`config.mk`:
```
export PLATFORM = sky130hd
export DESIGN_NAME = muldiv_sequencer
export DESIGN_NICKNAME = d
export VERILOG_FILES = /design/src/rtl/muldiv_sequencer.sv
export SDC_FILE = /design/constraint.sdc
export NUM_CORES = 1
export LEC_CHECK = 0
export BUFFER_PORTS_ARGS = -buffer_cell sky130_fd_sc_hd__buf_2
export CORE_MARGIN = 5
export CORE_UTILIZATION = 55
export CTS_BUF_LIST = sky130_fd_sc_hd__clkbuf_8 sky130_fd_sc_hd__clkbuf_16
export CTS_CLUSTER_SIZE = 40
export DETAILED_ROUTE_END_ITERATION = 12
export PLACE_DENSITY = 0.75
export SLEW_MARGIN = 30
export SYNTH_ARGS = -nofsm -noshare
export SYNTH_HDL_FRONTEND = slang
export SYNTH_SLANG_ARGS = --single-unit
```
`constraint.sdc`:
```
create_clock -name clk -period 12 [get_ports clk]
set_input_delay 1.2 -clock clk [delete_from_list [all_inputs] [get_ports clk]]
set_output_delay 1.2 -clock clk [all_outputs]
set_load 0.1 [all_outputs]
```
`src/rtl/muldiv_sequencer.sv`:
```
// muldiv_sequencer: iterative MULT/MULTU/DIV/DIVU sequencer owning HI/LO, with MTHI/MTLO and PC stall.
module muldiv_sequencer #(
  parameter int WIDTH = 32
) (
  input  logic             clk,
  input  logic             rst,
  input  logic             start,
  input  logic [1:0]       op,
  input  logic [WIDTH-1:0] a,
  input  logic [WIDTH-1:0] b,
  input  logic             hi_we,
  input  logic             lo_we,
  input  logic [WIDTH-1:0] wdata,
  output logic [WIDTH-1:0] hi,
  output logic [WIDTH-1:0] lo,
  output logic             busy,
  output logic             stall,
  output logic             done
);
  localparam int CW = $clog2(WIDTH);
  typedef enum logic [1:0] {IDLE, RUN, FIX} state_t;
  state_t r_state, w_next;
  logic [CW-1:0]      r_cnt;
  logic [2*WIDTH-1:0] r_p;
  logic [WIDTH-1:0]   r_op2, r_a, r_hi, r_lo;
  logic               r_div, r_neg_q, r_neg_r, r_bz, r_done;
  logic               w_sa, w_sb, w_ge;
  logic [WIDTH-1:0]   w_abs_a, w_abs_b, w_sub, w_quo, w_rem;
  logic [WIDTH:0]     w_sum;
  logic [2*WIDTH-1:0] w_mul, w_div, w_prod;
  assign w_sa    = op[0] & a[WIDTH-1];
  assign w_sb    = op[0] & b[WIDTH-1];
  assign w_abs_a = w_sa ? -a : a;
  assign w_abs_b = w_sb ? -b : b;
  // r_p holds {accumulator, multiplier} for multiply and {remainder, dividend/quotient} for divide
  assign w_sum  = {1'b0, r_p[2*WIDTH-1:WIDTH]} + {1'b0, r_p[0] ? r_op2 : '0};
  assign w_mul  = {w_sum, r_p[WIDTH-1:1]};
  assign w_ge   = r_p[2*WIDTH-1:WIDTH-1] >= {1'b0, r_op2};
  assign w_sub  = r_p[2*WIDTH-2:WIDTH-1] - r_op2;
  assign w_div  = w_ge ? {w_sub, r_p[WIDTH-2:0], 1'b1} : {r_p[2*WIDTH-2:0], 1'b0};
  assign w_prod = r_neg_q ? -r_p : r_p;
  assign w_quo  = r_neg_q ? -r_p[WIDTH-1:0] : r_p[WIDTH-1:0];
  assign w_rem  = r_neg_r ? -r_p[2*WIDTH-1:WIDTH] : r_p[2*WIDTH-1:WIDTH];
  always_comb begin
    w_next = r_state;
    w_next = (r_state == IDLE) ? (start ? RUN : IDLE) :
             (r_state == RUN)  ? ((r_cnt == CW'(WIDTH-1)) ? FIX : RUN) : IDLE;
  end
  always_ff @(posedge clk or posedge rst)
    if (rst) r_state <= IDLE;
    else     r_state <= w_next;
  always_ff @(posedge clk or posedge rst) begin
    if (rst) begin
      r_cnt   <= '0;
      r_p     <= '0;
      r_op2   <= '0;
      r_a     <= '0;
      r_hi    <= '0;
      r_lo    <= '0;
      r_div   <= 1'b0;
      r_neg_q <= 1'b0;
      r_neg_r <= 1'b0;
      r_bz    <= 1'b0;
      r_done  <= 1'b0;
    end else begin
      r_done <= (r_state == FIX);
      if (r_state == IDLE) begin
        if (start) begin
          r_div   <= op[1];
          r_neg_q <= w_sa ^ w_sb;
          r_neg_r <= w_sa;
          r_bz    <= (b == '0);
          r_a     <= a;
          r_op2   <= op[1] ? w_abs_b : w_abs_a;
          r_p     <= {{WIDTH{1'b0}}, op[1] ? w_abs_a : w_abs_b};
          r_cnt   <= '0;
        end else begin
          if (hi_we) r_hi <= wdata;
          if (lo_we) r_lo <= wdata;
        end
      end else if (r_state == RUN) begin
        r_p   <= r_div ? w_div : w_mul;
        r_cnt <= r_cnt + CW'(1);
      end else begin
        r_hi <= !r_div ? w_prod[2*WIDTH-1:WIDTH] : r_bz ? r_a : w_rem;
        r_lo <= !r_div ? w_prod[WIDTH-1:0] : r_bz ? '1 : w_quo;
      end
    end
  end
  assign hi    = r_hi;
  assign lo    = r_lo;
  assign busy  = (r_state != IDLE);
  assign stall = (start & (r_state == IDLE)) | busy;
  assign done  = r_done;
endmodule

```
==> key figures <==
Logic synthesis
  • Commonest cells post-synth: 347 x nand2_1, 215 x nor2_1, 204 x dfrtp_1, 204 x o21ai_0, 202 x a21oi_1
  • Syn Inst Count: 2216
  • Main synth FF type: dfrtp_1
  • Mapped Avg Cell Area: 7.64 um^2
  • Area share of the largest cell type after synthesis: 0.302
  • Seq/Total Area, Yosys: 0.302
  • Top-count cell post-synth: nand2_1
  • Syn. warnings: 0
  • FF+latch count, synth: 204
  • Ys async rst share: 1.00
  • EDFF count, synth: 0
  • Post-Syn Area: 16900 um^2
  • Synth top area cells: dfrtp_1 30%, nand2_1 7.7%, o21ai_0 6.0%
  • Post-synth top area cell: dfrtp_1
  • Count of cell types in the netlist: 87
  • Syn_nets: 2391

Timing
  • Min Clock Period, post-route: 4.33 ns
  • Hold Vio Cnt, Final: 0
  • RSZ-0062 raised after global routing: false
  • Achievable Freq: 231 MHz
  • Setup WS post-layout: 7.67 ns
  • Slew @ Worst Pin: 1.00 ns
  • Skew final: 0.0232 ns
  • Fin Hold WS: 0.468 ns
  • # setup viols final: 0
  • Setup TNS: 0 ns
  • Relative slew slack: 0.332
  • Tcrit/Tclk final: 0.361
  • Final Slew Violations: 0

Worst setup path
  • Reg2reg end: r_p[0]$_DFFE_PP0P_
  • WP data required: 12.43 ns
  • Worst-case reg-to-reg path depth: 11
  • CP endpoint: r_p[0]$_DFFE_PP0P_
  • CP startpoint kind: flop
  • Critical Path AT: 4.76 ns
  • Max FO, Critical Path: 27
  • Crit path capture type: flop
  • Worst setup path start: r_p[42]$_DFFE_PP0P_
  • Reg-to-reg startpoint: r_p[42]$_DFFE_PP0P_
  • Worst reg2reg setup slack: 7.67 ns
  • Crit path kind: reg2reg

Pwr
  • Pwr Density: 360 nW/um^2
  • Peak supply drop: 0.192 mV
  • PnR Total Power: 6.77 mW
  • Pleak: 8.32 nW

Final layout
  • Design area: 18800 um^2
  • Layout cells sized above 1: 0.127
  • Post-layout nets: 2465
  • Fillers: 2763
  • Synth-to-layout area growth: 11.2%
  • Finished Core Util: 0.617
  • Count of non-filler cells in the finished layout: 2705

Placement
  • Routability congestion estimate from global placement: 1.01
  • DP Area: 17900 um^2
  • Worst slack, placed: 7.82 ns
  • I/O Buffers: 169
  • Dpl cells: 2659
  • Hpwl dp: 47.8 mm

Routing
  • DR vias/cell: 6.47
  • Post-DRT Antenna Nets: 0
  • # DRC: 0
  • Per-cell routed wire length: 23.3 um
  • Routed wire length: 63.1 mm
  • First drt pass iteration count: 6
  • Routed via count: 17500
  • Initial DRC count: 2413

Global route
  • Total gr overflow: 0
  • Global-route wire length before repair: 95.1 mm
  • Initial antenna violation count: 0
  • GRT Overall Usage: 0.356
  • Vias in the first global route: 16100
  • Largest net degree at the start of global routing: 77

Floorplan
  • Num ports: 170
  • Die height: 185 um
  • Die ar.: 34400 um^2
  • DIE WIDTH: 185 um
  • # rows: 64
  • Starting density of the core: 0.555
  • Core region area: 30500 um^2

Clock network
  • CTS resizes: 0
  • Register clock-pin slew on the reported worst setup and hold paths: 0.07 ns
  • CTS Sinks: 204
  • Post-CTS Setup Bufs: 0
  • Later-pin clock latency in the skew report: 0.55 ns
  • Max Buffers Root-to-Sink: 3
  • H-tree depth: 1
  • # hold bufs at CTS: 0
  • Number of buffers created by CTS: 25
  • CTS tree: yes
  • CTS Root Cell: clkbuf_16

Worst hold path
  • Worst Hold Class: reg2reg

Run
  • Max Cap Violations: 0

Outcome
  • Status: completed
worst min-delay path by stage:
stage | depth (start not counted) | start | slack [ns] | endpoint
6_report | 2 | r_a[31]$_DFFE_PP0P_ | 0.47 | r_a[31]$_DFFE_PP0P_
5_1_grt | 2 | r_a[31]$_DFFE_PP0P_ | 0.48 | r_a[31]$_DFFE_PP0P_
4_1_cts | 2 | r_a[31]$_DFFE_PP0P_ | 0.47 | r_a[31]$_DFFE_PP0P_
3_5_place_dp | 2 | r_a[31]$_DFFE_PP0P_ | 0.46 | r_a[31]$_DFFE_PP0P_
3_3_place_gp | 2 | hi[9]$_DFFE_PP0P_ | 0.46 | hi[9]$_DFFE_PP0P_
2_1_floorplan | 2 | r_a[13]$_DFFE_PP0P_ | 0.44 | r_a[13]$_DFFE_PP0P_
power by group:
group	internal (mW)	switching [mW]	leakage, nW
registers	1.02	0.521	2.52
clock network	0.490	0.317	0.438
logic	1.47	2.94	5.37
total	2.99	3.78	8.32
layer usage:
layer  part of all wire  track usage  vias up
met3               0.11       0.0896      176
li1                   -            -     8052
met2               0.42        0.526      977
met1               0.41        0.499     8301
met5                  0            0        -
met4              0.051        0.145        0
worst max-delay path, stage by stage, from the launching register on:
cell,delay (ns)
dfrtp_1,0.68
ha_1,0.39
and3_1,0.25
and3_1,0.19
nor3_2,0.39
a211oi_1,0.19
or3_1,0.43
a41oi_4,0.61
buf_4,0.44
nand2b_1,0.21
o21ai_1,0.08
a221o_1,0.32
sequential cells by signal (all words and copies together), names as in the netlist:
| name | cells |
|---|---|
| hi | 32 |
| r_state | 2 |
| done | 1 |
| r_bz | 1 |
| r_neg_r | 1 |
| r_neg_q | 1 |
| r_p | 64 |
| r_cnt | 5 |
| r_a | 32 |
| r_div | 1 |
| lo | 32 |
| r_op2 | 32 |
final cells by class:
type / instances / area (um^2) / share of cell area
sequential: 204 / 5110 / 0.271
inverter: 70 / 270 / 0.0144
timing repair buffer: 191 / 1020 / 0.0545
clock buffer: 29 / 681 / 0.0362
tap: 396 / 495 / 0.0263
clock inverter: 16 / 189 / 0.0100
antenna: 1 / 2.50 / 0.000133
multi-input combinational: 1798 / 11000 / 0.587
placed cells by master, fill, tap and decap left out, drive strengths merged, types with 41 or more instances in the layout:
| cell | count |
|---|---|
| xor2 | 68 |
| nand2 | 347 |
| dfrtp | 204 |
| a21oi | 202 |
| ha | 70 |
| nor2 | 216 |
| inv | 73 |
| mux2i | 52 |
| xnor2 | 105 |
| nand3 | 41 |
| o22ai | 41 |
| o21ai | 244 |
| buf | 191 |
cells by family after synthesis:
logic type,after synthesis,synth area share
flip-flops,204,0.302
XOR/XNOR,173,0.0895
buffers and inverters,214,0.0486
adder cells (fa/ha/maj),72,0.0541
AND/OR/NAND/NOR,791,0.216
multiplexers,54,0.0321
AO/OA/AOI/OAI,708,0.258
Power figures use the tool's default switching activity.
